--- config.mk ---
export PLATFORM = sky130hd
export DESIGN_NAME = booth8_enc_pipe
export DESIGN_NICKNAME = d
export VERILOG_FILES = /design/src/rtl/booth8_enc_pipe_pkg.sv /design/src/rtl/booth8_digit.sv /design/src/rtl/booth8_enc_pipe.sv
export SDC_FILE = /design/constraint.sdc
export NUM_CORES = 1
export LEC_CHECK = 0
export BUFFER_PORTS_ARGS = -buffer_cell sky130_fd_sc_hd__buf_2
export CAP_MARGIN = 20
export CORE_AREA = 5 5 78 80
export CTS_CLUSTER_DIAMETER = 80
export CTS_CLUSTER_SIZE = 25
export DETAILED_ROUTE_END_ITERATION = 6
export DIE_AREA = 0 0 83 85
export PLACE_DENSITY = 0.72
export SYNTH_ARGS = -nofsm -noshare
export SYNTH_HDL_FRONTEND = slang
export SYNTH_HIERARCHICAL = 1
export SYNTH_SLANG_ARGS = --single-unit
export TNS_END_PERCENT = 30
--- constraint.sdc ---
create_clock -name CLK -period 4.3 [get_ports CLK]
set_input_delay 0.86 -clock CLK [delete_from_list [all_inputs] [get_ports CLK]]
set_output_delay 0.86 -clock CLK [all_outputs]
set_load 0.01 [all_outputs]
--- src/rtl/booth8_enc_pipe_pkg.sv ---
// Shared definitions for the radix-8 Booth encoder and the multiplier stages that consume its flags.
// Holds the digit-group count, the digit-magnitude encoding and the per-group flag typedefs.
package booth8_enc_pipe_pkg;

  localparam int WIDTH_DEFAULT = 8;

  function automatic int group_cnt(input int width);
    return (width >> 2) + 1;
  endfunction

  localparam int GROUP_CNT = group_cnt(WIDTH_DEFAULT);

  typedef enum logic [2:0] {
    MAG_ZERO  = 3'd0,
    MAG_ONE   = 3'd1,
    MAG_TWO   = 3'd2,
    MAG_THREE = 3'd3,
    MAG_FOUR  = 3'd4
  } booth_mag_e;

  typedef struct packed {
    logic s;
    logic d;
    logic t;
    logic q;
    logic n;
  } booth_flags_t;

  typedef logic [GROUP_CNT-1:0] grp_flags_t;

endpackage

--- src/rtl/booth8_digit.sv ---
// Radix-8 Booth digit: maps a 4-bit window {b3,b2,b1,b0} to one-hot magnitude flags plus negate.
// Digit value is -4*b3 + 2*b2 + b1 + b0; zero digits (0000, 1111) produce all-zero flags.
module booth8_digit
  import booth8_enc_pipe_pkg::*;
(
  input  logic [3:0]   win_i,
  output booth_flags_t flags_o
);

  booth_mag_e mag;

  always_comb begin
    mag = MAG_ZERO;
    case (win_i)
      4'b0001, 4'b0010, 4'b1101, 4'b1110: mag = MAG_ONE;
      4'b0011, 4'b0100, 4'b1011, 4'b1100: mag = MAG_TWO;
      4'b0101, 4'b0110, 4'b1001, 4'b1010: mag = MAG_THREE;
      4'b0111, 4'b1000:                   mag = MAG_FOUR;
      default:                            mag = MAG_ZERO;
    endcase

    flags_o   = '0;
    flags_o.s = (mag == MAG_ONE);
    flags_o.d = (mag == MAG_TWO);
    flags_o.t = (mag == MAG_THREE);
    flags_o.q = (mag == MAG_FOUR);
    // A window with b3 set is negative unless it encodes zero.
    flags_o.n = win_i[3] && (mag != MAG_ZERO);
  end

endmodule

--- src/rtl/booth8_enc_pipe.sv ---
// Two-stage valid/ready pipeline: stage A registers the operands, stage B holds the Booth
// flags for mx together with my and 3*my for the downstream partial-product array.
module booth8_enc_pipe
  import booth8_enc_pipe_pkg::*;
#(
  parameter int WIDTH = 8
) (
  input  logic                CLK,
  input  logic                RST,
  input  logic                in_valid,
  output logic                in_ready,
  input  logic [WIDTH-1:0]    mx,
  input  logic [WIDTH-1:0]    my,
  output logic                out_valid,
  input  logic                out_ready,
  output logic [(WIDTH>>2):0] s,
  output logic [(WIDTH>>2):0] d,
  output logic [(WIDTH>>2):0] t,
  output logic [(WIDTH>>2):0] q,
  output logic [(WIDTH>>2):0] n,
  output logic [WIDTH-1:0]    my_o,
  output logic [WIDTH+1:0]    tmy_o
);

  localparam int GRP = group_cnt(WIDTH);
  localparam int XW  = 3 * GRP;

  logic                   a_valid_q, a_valid_d;
  logic [WIDTH-1:0]       mx_q, mx_d;
  logic [WIDTH-1:0]       my_q, my_d;
  logic                   b_valid_q, b_valid_d;
  booth_flags_t [GRP-1:0] flags_q, flags_d, flags_c;
  logic [WIDTH-1:0]       myb_q, myb_d;
  logic [WIDTH+1:0]       tmy_q, tmy_d;

  logic             b_load;
  logic             a_adv;
  logic             in_xfer;
  logic [XW:0]      xe;
  logic [WIDTH+1:0] my_ext;

  assign b_load   = !b_valid_q || out_ready;
  assign a_adv    = a_valid_q && b_load;
  assign in_ready = (!a_valid_q || a_adv) && RST;
  assign in_xfer  = in_valid && in_ready;

  // Bit 0 is the implicit x[-1]=0, so window i sits at xe[3i+3:3i].
  assign xe     = {{(XW - WIDTH){mx_q[WIDTH-1]}}, mx_q, 1'b0};
  assign my_ext = {{2{my_q[WIDTH-1]}}, my_q};

  genvar gi;
  generate
    for (gi = 0; gi < GRP; gi++) begin : g_digit
      booth8_digit u_digit (
        .win_i   (xe[3*gi+3 -: 4]),
        .flags_o (flags_c[gi])
      );
      assign s[gi] = flags_q[gi].s;
      assign d[gi] = flags_q[gi].d;
      assign t[gi] = flags_q[gi].t;
      assign q[gi] = flags_q[gi].q;
      assign n[gi] = flags_q[gi].n;
    end
  endgenerate

  always_comb begin
    a_valid_d = a_valid_q;
    mx_d      = mx_q;
    my_d      = my_q;
    b_valid_d = b_valid_q;
    flags_d   = flags_q;
    myb_d     = myb_q;
    tmy_d     = tmy_q;

    if (in_ready) a_valid_d = in_valid;
    if (in_xfer) begin
      mx_d = mx;
      my_d = my;
    end

    if (b_load) begin
      b_valid_d = a_valid_q;
      if (a_valid_q) begin
        flags_d = flags_c;
        myb_d   = my_q;
        tmy_d   = (my_ext << 1) + my_ext;
      end
    end
  end

  always_ff @(posedge CLK) begin
    if (!RST) begin
      a_valid_q <= 1'b0;
      mx_q      <= '0;
      my_q      <= '0;
      b_valid_q <= 1'b0;
      flags_q   <= '0;
      myb_q     <= '0;
      tmy_q     <= '0;
    end else begin
      a_valid_q <= a_valid_d;
      mx_q      <= mx_d;
      my_q      <= my_d;
      b_valid_q <= b_valid_d;
      flags_q   <= flags_d;
      myb_q     <= myb_d;
      tmy_q     <= tmy_d;
    end
  end

  assign out_valid = b_valid_q;
  assign my_o      = myb_q;
  assign tmy_o     = tmy_q;

endmodule

==> run_results.csv <==
group,metric,value,unit
placement,place.gp.congestion,0.801,
worst_setup_path,crit_slowest_cell,"buf_2",
clocking,cts.sinks,49,
worst_setup_path,crit_start,"RST",
global_route,grt_max_degree,33,
clocking,cts_root_buf,"clkbuf_8",
route,ant_nets,0,
worst_hold_path,hold_class,"flop to flop",
worst_setup_path,arrival,1.69,ns
power_and_ir_drop,ir_drop,161,uV
die,fp.coreArea,5340,um^2
synth,yosysSeqAreaShare,38.8,%
timing,finalCritPeriodShare,59.2,%
cells_and_area,utilization,54.9,%
cells_and_area,nets,400,
cells_and_area,area_delta_synth_final,15.9,%
route,routed_wl,5380,um
worst_setup_path,crit_end,"in_ready",
synth,synth-seq-cells,49,
route,dr.pass1.iters,4,
worst_setup_path,slowest_delay,0.42,ns
timing,holdWs,0.453,ns
timing,worst_pin_slew,1.00,ns
timing,slew_headroom,33.0,%
global_route,grt_pass1_vias,2079,
placement,dpl.cell_count,424,
timing,hold_viol,0,
synth,synth_ff_type,"dfxtp_1",
die,io_pins,55,
power_and_ir_drop,finalPower,0.000925,W
synth,avgSynthCellArea,8.11,um^2
route,wl_per_cell,12.5,um
power_and_ir_drop,p_leak,1.32,nW
synth,async_flop_share,0,%
timing,fmax,393,MHz
worst_setup_path,critical_path_class,"input port to output port",
clocking,clk_pin_slew,0.08,ns
die,die_x,83,um
synth,synth_cell_types,46,
worst_setup_path,r2r_end,"tmy_o[7]",
clocking,post_cts_resized,0,
die,rows,27,
worst_setup_path,end_kind,"output port",
global_route,grt_remaining_overflow,0,
route,via_per_inst,5.14,
worst_setup_path,reg2regPathDepth,7,
synth,yosysWarnings,6,
route,via_count,2221,
worst_setup_path,critPathLaunchType,"input port",
cells_and_area,drive_gt1_share,21.7,%
timing,min_period,2.55,ns
placement,dp_hpwl,3930,um
timing,rsz0062_at_grt,"false",
power_and_ir_drop,powerDensity,315,nW/um^2
timing,setup_viol,0,
clocking,worstSkewPairLatency,0.30,ns
cells_and_area,layout_common_cells,"nand2_1, buf_2, dfxtp_1",
worst_setup_path,worst-path-max-fanout,31,
global_route,grt_first_pass_wirelength,9200,um
global_route,antenna_found_initial,0,
cells_and_area,antenna_cells,0,
global_route,gr-usage-all-layers,15.8,%
clocking,hold_buffers,0,
die,die_area,7060,um^2
run,drv_cap,0,
clocking,cts_buffers,5,
timing,fin_worst_skew,0.00756,ns
worst_setup_path,required,3.44,ns
synth,syn_area,2530,um^2
worst_setup_path,r2r-start,"my_q[1]",
synth,netlist_instances,312,
die,initial_core_util,47.4,%
timing,fin_setup_tns,0,ns
placement,numPortBuffers,54,
worst_setup_path,cpMostUsedCell,"buf_2",
worst_setup_path,path_cells,"buf_2 > inv_1 > a21oi_1 > buf_2",
clocking,postCtsSetupBuffers,0,
cells_and_area,fin_cells,432,
route,drcViolationCount,0,
cells_and_area,final_common_cell,"nand2_1",
clocking,clock_path_buffers,2,
clocking,cts_htree_levels,2,
timing,slew_violations,0,
outcome,status,"completed",
clocking,cts_tree,"built",
die,fp.dieH,85,um
synth,synth_enable_flop_cells,0,
worst_setup_path,reg2reg_slack,2.33,ns
route,first_iter_violations,82,
-- cell type report --
| type | count | area [um^2] |
|---|---|---|
| multi-input combinational | 210 | 1320 |
| tap | 72 | 90.1 |
| inverter | 37 | 139 |
| fill | 536 | 2400 |
| timing repair buffer | 57 | 313 |
| sequential | 49 | 981 |
| clock buffer | 7 | 86.3 |
-- cells by family (layout without fill, tap and decap cells) --
family	count (synthesis)	count (layout)	share of synthesized area, %
fa+ha+maj	20	20	10.2
buf+inv	55	101	9.20
other cells	1	3	0.148
mux	5	5	3.46
simple gates	114	114	22.2
flops	49	49	38.8
xor+xnor	1	1	0.346
compound gates	67	67	15.7
-- worst min path at each step --
stage	startpoint	end	slack, ns	cells after the start
after floorplan	my_q[7]	my_o[7]	0.45	2
after global placement	d[2]	d[2]	0.44	2
after detailed placement	t[2]	t[2]	0.44	2
after CTS	q[2]	q[2]	0.46	2
after global routing	t[2]	t[2]	0.48	2
final	q[2]	q[2]	0.45	2
-- state kept, by name (all words and copies together) (netlist names) --
| name | cells |
|---|---|
| a_valid_q | 1 |
| d | 3 |
| mx_q | 8 |
| my_o | 8 |
| my_q | 8 |
| n | 3 |
| out_valid | 1 |
| q | 3 |
| s | 3 |
| t | 3 |
| tmy_o | 8 |
-- power breakdown --
| group | internal (W) | switching, W |
|---|---|---|
| Clock | 0.000128 | 0.000143 |
| Sequential | 0.000476 | 0.0000224 |
| Combinational | 0.0000681 | 0.0000872 |
| Total | 0.000672 | 0.000252 |
-- worst max-delay path, delay by kind of cell --
kind / cells / cell delay, ns
compound gates: 1 / 0.14
buf+inv: 3 / 0.68
-- metrics by stage --
stage                     area, um^2  setup WS [ns]
after floorplan                 2540           2.12
after global placement          2820           1.69
after detailed placement        2820           1.59
after CTS                       2910           1.74
after global routing            2930           1.63
final                           2930           1.75
-- routing by layer --
metal / vias up / wire, um / GRT usage, %
met3: 11 / 263 / 4.17
met4: 0 / 96 / 6.24
met5: - / 0 / 0
met1: 1009 / 2410 / 18.3
li1: 1148 / - / -
met2: 53 / 2610 / 27.8
-- synthesized netlist by cell type, types with 4 or more instances --
cell,number,share of area (%)
o21ai_0,17,3.4
and3_2,4,1.2
dfxtp_1,49,39
nor2_1,5,0.74
nor3_1,4,0.79
clkbuf_1,5,0.74
inv_1,37,5.5
buf_2,9,1.8
nand3_1,22,4.4
ha_1,19,9.4
nand2_1,59,8.8
a21oi_1,30,5.9
(Power assumes the default switching activity.)
